==> config.mk <==
export PLATFORM = sky130hd
export DESIGN_NAME = prod_accum_flat
export DESIGN_NICKNAME = d
export VERILOG_FILES = /design/src/rtl/prod_accum_pkg.sv /design/src/rtl/prod_accum_if.sv /design/src/rtl/prod_accum_add.sv /design/src/rtl/prod_accum.sv /design/src/flat_wrapper.sv
export SDC_FILE = /design/constraint.sdc
export NUM_CORES = 1
export LEC_CHECK = 0
export BUFFER_PORTS_ARGS = -buffer_cell sky130_fd_sc_hd__buf_2
export CAP_MARGIN = 5
export CORE_UTILIZATION = 40
export DETAILED_ROUTE_END_ITERATION = 8
export HOLD_SLACK_MARGIN = 0.06
export PLACE_DENSITY = 0.71
export SYNTH_ARGS = -nofsm -noshare
export SYNTH_HDL_FRONTEND = slang
export SYNTH_HIERARCHICAL = 1
export SYNTH_SLANG_ARGS = --single-unit
==> constraint.sdc <==
create_clock -name sys_clk -period 4.3 [get_ports sys_clk]
set_input_delay 0.43 -clock sys_clk [delete_from_list [all_inputs] [get_ports sys_clk]]
set_output_delay 0.43 -clock sys_clk [all_outputs]
set_load 0.02 [all_outputs]
==> src/rtl/prod_accum_pkg.sv <==
// rtl/prod_accum_pkg.sv - shared state type, product width and sign-extension helper for prod_accum
package prod_accum_pkg;

  typedef enum logic [1:0] {
    IDLE  = 2'd0,
    ACCUM = 2'd1,
    HOLD  = 2'd2
  } state_t;

  localparam int PROD_W = 20;

  // Widest accumulator the helper can serve; callers narrow the result to their ACC_W.
  localparam int EXT_W = 128;

  // Sign-extends a multiplier product so later negation is exact, including -2^(PROD_W-1).
  function automatic logic signed [EXT_W-1:0] sext_prod(input logic signed [PROD_W-1:0] p);
    return EXT_W'(p);
  endfunction

endpackage

==> src/rtl/prod_accum_if.sv <==
// rtl/prod_accum_if.sv - product stream, run control and result handshake bundle for prod_accum
interface prod_accum_if #(
  parameter int ACC_W = 40,
  parameter int CNT_W = 8
);
  import prod_accum_pkg::*;

  logic                     start;
  logic [CNT_W-1:0]         len;
  logic signed [PROD_W-1:0] prod;
  logic                     prod_sub;
  logic                     prod_valid;
  logic                     prod_ready;
  logic                     busy;
  logic signed [ACC_W-1:0]  res;
  logic                     res_valid;
  logic                     res_ready;
  logic                     ovf;

  modport master (
    output start, len, prod, prod_sub, prod_valid, res_ready,
    input  prod_ready, busy, res, res_valid, ovf
  );

  modport slave (
    input  start, len, prod, prod_sub, prod_valid, res_ready,
    output prod_ready, busy, res, res_valid, ovf
  );

endinterface

==> src/rtl/prod_accum_add.sv <==
// rtl/prod_accum_add.sv - combinational add/sub of one term with overflow detect; clamps when PROD_ACCUM_SAT_EN is defined
module prod_accum_add
  import prod_accum_pkg::*;
#(
  parameter int ACC_W = 40
) (
  input  logic signed [ACC_W-1:0]  acc,
  input  logic signed [PROD_W-1:0] prod,
  input  logic                     sub,
  output logic signed [ACC_W-1:0]  sum,
  output logic                     ovf
);

  logic signed [ACC_W-1:0] term_ext;
  logic signed [ACC_W-1:0] term;
  logic signed [ACC_W-1:0] raw;

  // Extend before negating so the most negative product negates without loss.
  assign term_ext = ACC_W'(sext_prod(prod));
  assign term     = sub ? -term_ext : term_ext;
  assign raw      = acc + term;

  // Like-signed operands producing an opposite-signed result is the only overflow case.
  assign ovf = (acc[ACC_W-1] == term[ACC_W-1]) && (raw[ACC_W-1] != acc[ACC_W-1]);

`ifdef PROD_ACCUM_SAT_EN
  // Clamp toward the rail the operands were heading for instead of wrapping.
  always_comb begin
    sum = raw;
    if (ovf) begin
      sum = acc[ACC_W-1] ? {1'b1, {(ACC_W-1){1'b0}}} : {1'b0, {(ACC_W-1){1'b1}}};
    end
  end
`else
  assign sum = raw;
`endif

endmodule

==> src/rtl/prod_accum.sv <==
// rtl/prod_accum.sv - run-length product accumulator with result handshake (saturation via PROD_ACCUM_SAT_EN)
module prod_accum
  import prod_accum_pkg::*;
#(
  parameter int ACC_W = 40,
  parameter int CNT_W = 8
) (
  input logic          sys_clk,
  input logic          reset,
  prod_accum_if.slave  bus
);

  state_t                  state, state_next;
  logic signed [ACC_W-1:0] acc, acc_next;
  logic signed [ACC_W-1:0] res_q, res_next;
  logic signed [ACC_W-1:0] sum;
  logic [CNT_W-1:0]        cnt, cnt_next;
  logic                    ovf_q, ovf_next;
  logic                    add_ovf;
  logic                    launch;

  prod_accum_add #(.ACC_W(ACC_W)) u_add (
    .acc  (acc),
    .prod (bus.prod),
    .sub  (bus.prod_sub),
    .sum  (sum),
    .ovf  (add_ovf)
  );

  assign bus.prod_ready = (state == ACCUM);
  assign bus.busy       = (state != IDLE);
  assign bus.res_valid  = (state == HOLD);
  assign bus.res        = res_q;
  assign bus.ovf        = ovf_q;

  // Next-state and datapath updates; a start taken in HOLD alongside res_ready launches with no idle cycle.
  always_comb begin
    state_next = state;
    acc_next   = acc;
    cnt_next   = cnt;
    res_next   = res_q;
    ovf_next   = ovf_q;
    launch     = 1'b0;
    case (state)
      IDLE: launch = bus.start;
      ACCUM: begin
        if (bus.prod_valid) begin
          acc_next = sum;
          cnt_next = cnt - CNT_W'(1);
          if (add_ovf) ovf_next = 1'b1;
          if (cnt == CNT_W'(1)) begin
            res_next   = sum;
            state_next = HOLD;
          end
        end
      end
      HOLD: begin
        if (bus.res_ready) begin
          state_next = IDLE;
          launch     = bus.start;
        end
      end
      default: state_next = IDLE;
    endcase
    if (launch) begin
      acc_next = '0;
      ovf_next = 1'b0;
      if (bus.len != '0) begin
        cnt_next   = bus.len;
        state_next = ACCUM;
      end else begin
        cnt_next   = '0;
        res_next   = '0;
        state_next = HOLD;
      end
    end
  end

  // State and datapath registers; reset discards any partial run.
  always_ff @(posedge sys_clk) begin
    if (reset) begin
      state <= IDLE;
      acc   <= '0;
      cnt   <= '0;
      res_q <= '0;
      ovf_q <= 1'b0;
    end else begin
      state <= state_next;
      acc   <= acc_next;
      cnt   <= cnt_next;
      res_q <= res_next;
      ovf_q <= ovf_next;
    end
  end

endmodule

==> src/flat_wrapper.sv <==
// flat-port wrapper written by rule: the top's interface ports become plain ports
module prod_accum_flat import prod_accum_pkg::*;
#(
  parameter int ACC_W = 40,
  parameter int CNT_W = 8
)
  (sys_clk, reset, bus_start, bus_len, bus_prod, bus_prod_sub, bus_prod_valid, bus_res_ready, bus_prod_ready, bus_busy, bus_res, bus_res_valid, bus_ovf);
  prod_accum_if #(.ACC_W(ACC_W), .CNT_W(CNT_W)) bus_i ();
  input logic sys_clk;
  input logic reset;
  input wire logic [$bits(bus_i.start)-1:0] bus_start;
  input wire logic [$bits(bus_i.len)-1:0] bus_len;
  input wire logic [$bits(bus_i.prod)-1:0] bus_prod;
  input wire logic [$bits(bus_i.prod_sub)-1:0] bus_prod_sub;
  input wire logic [$bits(bus_i.prod_valid)-1:0] bus_prod_valid;
  input wire logic [$bits(bus_i.res_ready)-1:0] bus_res_ready;
  output wire logic [$bits(bus_i.prod_ready)-1:0] bus_prod_ready;
  output wire logic [$bits(bus_i.busy)-1:0] bus_busy;
  output wire logic [$bits(bus_i.res)-1:0] bus_res;
  output wire logic [$bits(bus_i.res_valid)-1:0] bus_res_valid;
  output wire logic [$bits(bus_i.ovf)-1:0] bus_ovf;
  assign bus_i.start = bus_start;
  assign bus_i.len = bus_len;
  assign bus_i.prod = bus_prod;
  assign bus_i.prod_sub = bus_prod_sub;
  assign bus_i.prod_valid = bus_prod_valid;
  assign bus_i.res_ready = bus_res_ready;
  assign bus_prod_ready = bus_i.prod_ready;
  assign bus_busy = bus_i.busy;
  assign bus_res = bus_i.res;
  assign bus_res_valid = bus_i.res_valid;
  assign bus_ovf = bus_i.ovf;
  prod_accum #(.ACC_W(ACC_W), .CNT_W(CNT_W)) u_core (.sys_clk(sys_clk), .reset(reset), .bus(bus_i));
endmodule
======== Yosys cells after proc, flatten, opt, wreduce, memory -nomap -nowiden ========
Cells that the tools add are included.
cells by class
  add/subtract/negate cells ............... 3
  equal/unequal tests ..................... 9
  mux-type cells .......................... 18
  reductions and logical operators ........ 11
operators by type and width
  cell                                                 count
  2-to-1 mux 40 bit                                    6
  adder 40 bit                                         1
  negation 20 -> 40 bit                                1
  2-to-1 mux 8 bit                                     4
  2-to-1 mux 2 bit                                     5
  equality test 8 x 1 -> 1 bit, second input constant  1
  nonzero test 8 bit                                   1
  subtractor 8 x 1 -> 8 bit, second input constant     1
  != test 3 x 2 -> 1 bit, second input constant        2
  case mux 2 bit (3 select lines)                      1
  nonzero test 2 bit                                   3
  AND reduction 2 bit                                  2
  AND reduction 4 bit                                  1
  != test 3 x 1 -> 1 bit, second input constant        1
  AND reduction 3 bit                                  1
  equality test 2 x 1 -> 1 bit, second input constant  1
  equality test 2 bit, second input constant           1
  zero test 2 bit                                      1
  != test 2 x 1 -> 1 bit, second input constant        1
  case mux 1 bit (2 select lines)                      1
  OR reduction 2 bit                                   1
  equality test 1 bit                                  1
  logical AND 1 bit                                    1
  2-to-1 mux 1 bit                                     1
  != test 1 bit                                        1
storage, ports and cells
  register bits after elaboration ......... 91
  input bits .............................. 34
  output and inout port bits .............. 44
  logic and storage cells ................. 46

======== Longest topological paths before layout ========
  depth in word-level cells ............... 8
  depth in mapped cells ................... 18
  mapped depth without buffers ............ 17

======== Hierarchy ========
Netlist, hierarchy kept.
modules (own cells, without submodules)
  module          times used  cells an instance  area an instance (µm²)  seq. area each (µm²)
  prod_accum      1           429                3414.5                  1821.7
  prod_accum_add  1           437                2922.8                  0.0

======== Least setup slack after synthesis ========
OpenSTA, ideal clock, no wires.
  path kind ............................... input to register
  from .................................... in bus_prod[11]
  to ...................................... reg u_core.acc[37]
  setup time .............................. 70 ps
  arrival ................................. 4023 ps
  data required time ...................... 4230 ps
  setup slack ............................. 207 ps
  stages .................................. 13
  path buffers ............................ 1
  path through ............................ or4_4 > or4_4 > o311ai_2 > nand2_1 > ha_1 > clkbuf_1 > nand3_1 > nor4b_1 > nand2_1 > o2111a_1 > a311oi_1 > nand2_1 > a21oi_1
on the way
  longest elaborated chain between the ends .. 3
RTL lines
  item                    RTL line              text
  start: declaration      flat_wrapper.sv:13    input wire logic [$bits(bus_i.prod)-1:0] bus_prod;
  negation 20 -> 40 bit   prod_accum_add.sv:20  assign term = sub ? -term_ext : term_ext;
  2-to-1 mux 40 bit *     prod_accum_add.sv:20
  adder 40 bit *          prod_accum_add.sv:21  assign raw = acc + term;
  net u_core.sum[37]      prod_accum.sv:16      logic signed [ACC_W-1:0] sum;
  end signal: assignment  prod_accum.sv:89      acc <= acc_next;
  end: declaration        prod_accum.sv:14      logic signed [ACC_W-1:0] acc, acc_next;
The timed path passes the listed nets; every way through them passes the cells marked *.
A chain may end at the register's enable or synchronous reset.

======== Worst setup path after layout ========
  from .................................... in bus_prod[11]
  to ...................................... reg u_core.ovf_q, in the netlist u_core/bus.ovf
on the way
  longest elaborated chain between the ends .. 6
  elaborated cells on any way between the ends .. 7
  those cells by class .................... add/sub (2); eq/ne (2); mux (1); reduce/logical (2)
RTL lines
  item                                    RTL line              text
  negation 20 -> 40 bit                   prod_accum_add.sv:20
  2-to-1 mux 40 bit *                     prod_accum_add.sv:20
  adder 40 bit                            prod_accum_add.sv:21
  != test 1 bit                           prod_accum_add.sv:24  assign ovf = (acc[ACC_W-1] == term[ACC_W-1]) && (raw[ACC_W-1] != acc[ACC_W-1]);
  logical AND 1 bit *                     prod_accum_add.sv:24
  net u_core.add_ovf                      prod_accum.sv:19      logic add_ovf;
  AND reduction 3 bit (no source line) *  n/a
  end signal: assignment                  prod_accum.sv:92      ovf_q <= ovf_next;
  end: declaration                        prod_accum.sv:18      logic ovf_q, ovf_next;
Marked as above.

==> results.md <==
- Status: finished, final reports clean
- DR vias: 6,267
- Fin crit share: 91.14%
- Port buffer count: 77
- Reg clk slew, reported paths: 0.07 ns
- Num Clock Sinks: 91
- Crit Path Max Fanout: 10
- First drt pass iteration count: 5
- Number of global-route vias before repair: 5,883
- Final slew viol count: 0
- Yosys top cell area share: 28.75%
- Number of flops mapped to enable cells by yosys: 0
- Die Span Y: 127.9 um
- Headroom to the max-slew limit: 40.79%
- Final Critical Period: 3.919 ns
- Seq. cell area: 1822 um2
- Setup Fix Bufs, Post-CTS: 0
- Clock Skew: 0.007731 ns
- Post-CTS sizing: 0
- Most common cell after layout, fill and taps aside: nand2_1
- Layout area overhead: 14.59%
- Diodes inserted: 0
- Synth top area cells: dfxtp_1 (29%), nand2_1 (13%), a21oi_1 (11%)
- Critical Path Source Type: input port
- Post-Syn Area: 6337 um2
- GRT Total Usage: 21.56%
- CTS Buffer Depth: 2
- Sequential share of the synthesized area: 28.75%
- DRT Wirelength: 16,920 um
- WL/cell: 14.70 um
- Core area: 15,310 um2
- Die ar.: 16,350 um2
- Worst EP arrival: 4.22 ns
- Unique cell type count in the Yosys netlist: 65
- Crit path capture type: register
- Final hold vios: 0
- Gpl congestion: 0.9398
- H-tree levels: 3
- FP Rows: 45
- Design Power: 2.038 mW
- Yosys warning total: 6
- Async set or reset register ratio after synthesis: 0%
- Hold-fix buffers, CTS: 0
- Hold crit path type: in -> reg
- Area leader, netlist: dfxtp_1
- Final #Nets: 1,012
- Largest net degree at the start of global routing: 46
- Synthesized net count: 943
- Root buf cell: clkbuf_16
- Cts bufs inserted: 9
- Leak: 3.035 nW
- DRC: 0
- RSZ-0062 raised after global routing: false
- Max Cap Viol: 0
- Mean number of vias per cell: 5.445
- CTS tree: done
- Drt initial violations: 350
- Syn Area/Cell: 7.318 um2
- FMAX: 255.2 MHz
- CP cell instances: buf_2 -> or4_4 -> or4_4 -> o311ai_2 -> buf_4 -> nand2_1 -> ha_1 -> nand2_1 -> inv_1 -> nand3_1 -> buf_4 -> nor4_1 -> o2111ai_1 -> a32oi_1 -> mux2i_1 -> a21oi_1 -> nor2_1
- I/O pin cnt: 78
- CP required: 4.60 ns
- First-pass GRT wire length: 28,210 um
- Clk_lat worst skew: 0.36 ns
- Dpl hpwl: 12,640 um
- Die Wd: 127.9 um
- Multi-input logic area: 4218 um2
- CP peak stage delay: 0.55 ns
- Post-route setup TNS: 0 ns
- Yosys reg bits: 91
- Initial cell density of the core: 41.38%
- Hold WS: 0.3263 ns
- Crit Path Class: in -> reg
- Most frequent cells in the layout: nand2_1 (217), a21oi_1 (139), dfxtp_1 (91)
- Initial antenna violation count: 0
- Filler Cell Count: 1,595
- Remaining global-route overflow: 0
- VDD IR-drop max: 0.1918 mV
- Slew of the pin with the lowest slew margin: 0.8876 ns
- Layout cells sized above 1: 14.47%
- Final Setup Violations: 0
- Top_reg_cell synth: dfxtp_1
- Syn Inst Count: 866
- Pwr dens: 280.6 nW/um2
- Slowest stage cell, crit path: or4_4
- Detail Route Antenna Nets: 0
## logic make-up (layout without fill, tap and decap cells)
group / Yosys count / in the layout / synth area share, %
AND/OR/NAND/NOR: 325 / 325 / 22.51
AO/OA/AOI/OAI: 287 / 287 / 28.04
flip-flops: 91 / 91 / 28.75
buffers and inverters: 67 / 141 / 4.758
XOR/XNOR: 52 / 52 / 7.187
adder cells (fa/ha/maj): 43 / 43 / 8.608
multiplexers: 1 / 1 / 0.1580
## critical path: cells and delay by family
kind	cells	cell delay [ns]
AND/OR/NAND/NOR	7	1.71
AO/OA/AOI/OAI	4	0.86
buffers and inverters	4	0.63
adder cells (fa/ha/maj)	1	0.35
multiplexers	1	0.23
## cells in the mapped netlist, types with 3 or more instances
cell type / instances
a21boi_0: 5
nor2b_1: 6
buf_2: 9
o21bai_1: 12
o41ai_1: 4
a21o_1: 25
buf_6: 4
nand2b_1: 6
a211oi_1: 3
nor3_1: 11
o21a_1: 4
nor2_1: 28
a211o_1: 4
ha_1: 42
a32oi_1: 3
xor2_1: 14
and3_1: 3
o311ai_0: 3
a22oi_1: 5
a21oi_1: 139
o21ai_0: 38
nand3_1: 17
and2_1: 5
a31oi_1: 10
nand2_1: 217
dfxtp_1: 91
nor4_1: 6
or2_2: 5
xnor2_1: 38
o211ai_1: 5
o31ai_1: 6
clkbuf_1: 32
nand4_1: 9
inv_1: 18
## sequential cells by signal, summed over array words and instances, names as in the netlist
| name | flops |
|---|---|
| u_core/bus.res | 40 |
| u_core/bus.ovf | 1 |
| u_core/state | 2 |
| u_core/acc | 40 |
| u_core/cnt | 8 |
## where the power goes
group,switching (mW),internal (mW)
clock,0.361,0.410
sequential,0.0130,0.856
combinational,0.248,0.150
## worst paths after layout
check	depth (start not counted)	end	start	slack (ns)
worst max-delay path	17	u_core/bus.ovf	bus_prod[11]	0.38
worst min-delay path	3	u_core/cnt[0]	bus_len[0]	0.33
worst max register to register	12	u_core/acc[38]	u_core/acc[0]	1.22
worst min register to register	2	u_core/bus.res[15]	u_core/bus.res[15]	0.45
## per-stage QoR
| step | worst slack, ns | util, % | std cells | instance area (um2) |
|---|---|---|---|---|
| floorplan | 0.2069 | - | 866 | 6337 |
| global placement | 0.1359 | 45.59 | 1135 | 6982 |
| detailed placement | 0.05694 | 45.59 | 1135 | 6982 |
| CTS | 0.4260 | 47.42 | 1151 | 7262 |
| global route | 0.01974 | 47.42 | 1151 | 7262 |
| finish | 0.3811 | 47.42 | 1151 | 7262 |
## layer usage
layer / vias up / wire length [um] / GRT usage (%)
li1: 3191 / - / -
met1: 2909 / 7880 / 27.40
met2: 150 / 7824 / 35.74
met3: 17 / 953 / 4.925
met4: 0 / 265 / 7.612
met5: - / 0 / 0
## layout make-up
type	instances	area share, %
Inverter	18	0.9304
Multi-Input combinational cell	708	58.08
Tap cell	211	3.635
Clock inverter	5	0.5169
Sequential cell	91	25.09
Timing Repair Buffer	107	8.408
Clock buffer	11	3.343
(Power assumes the default switching activity.)
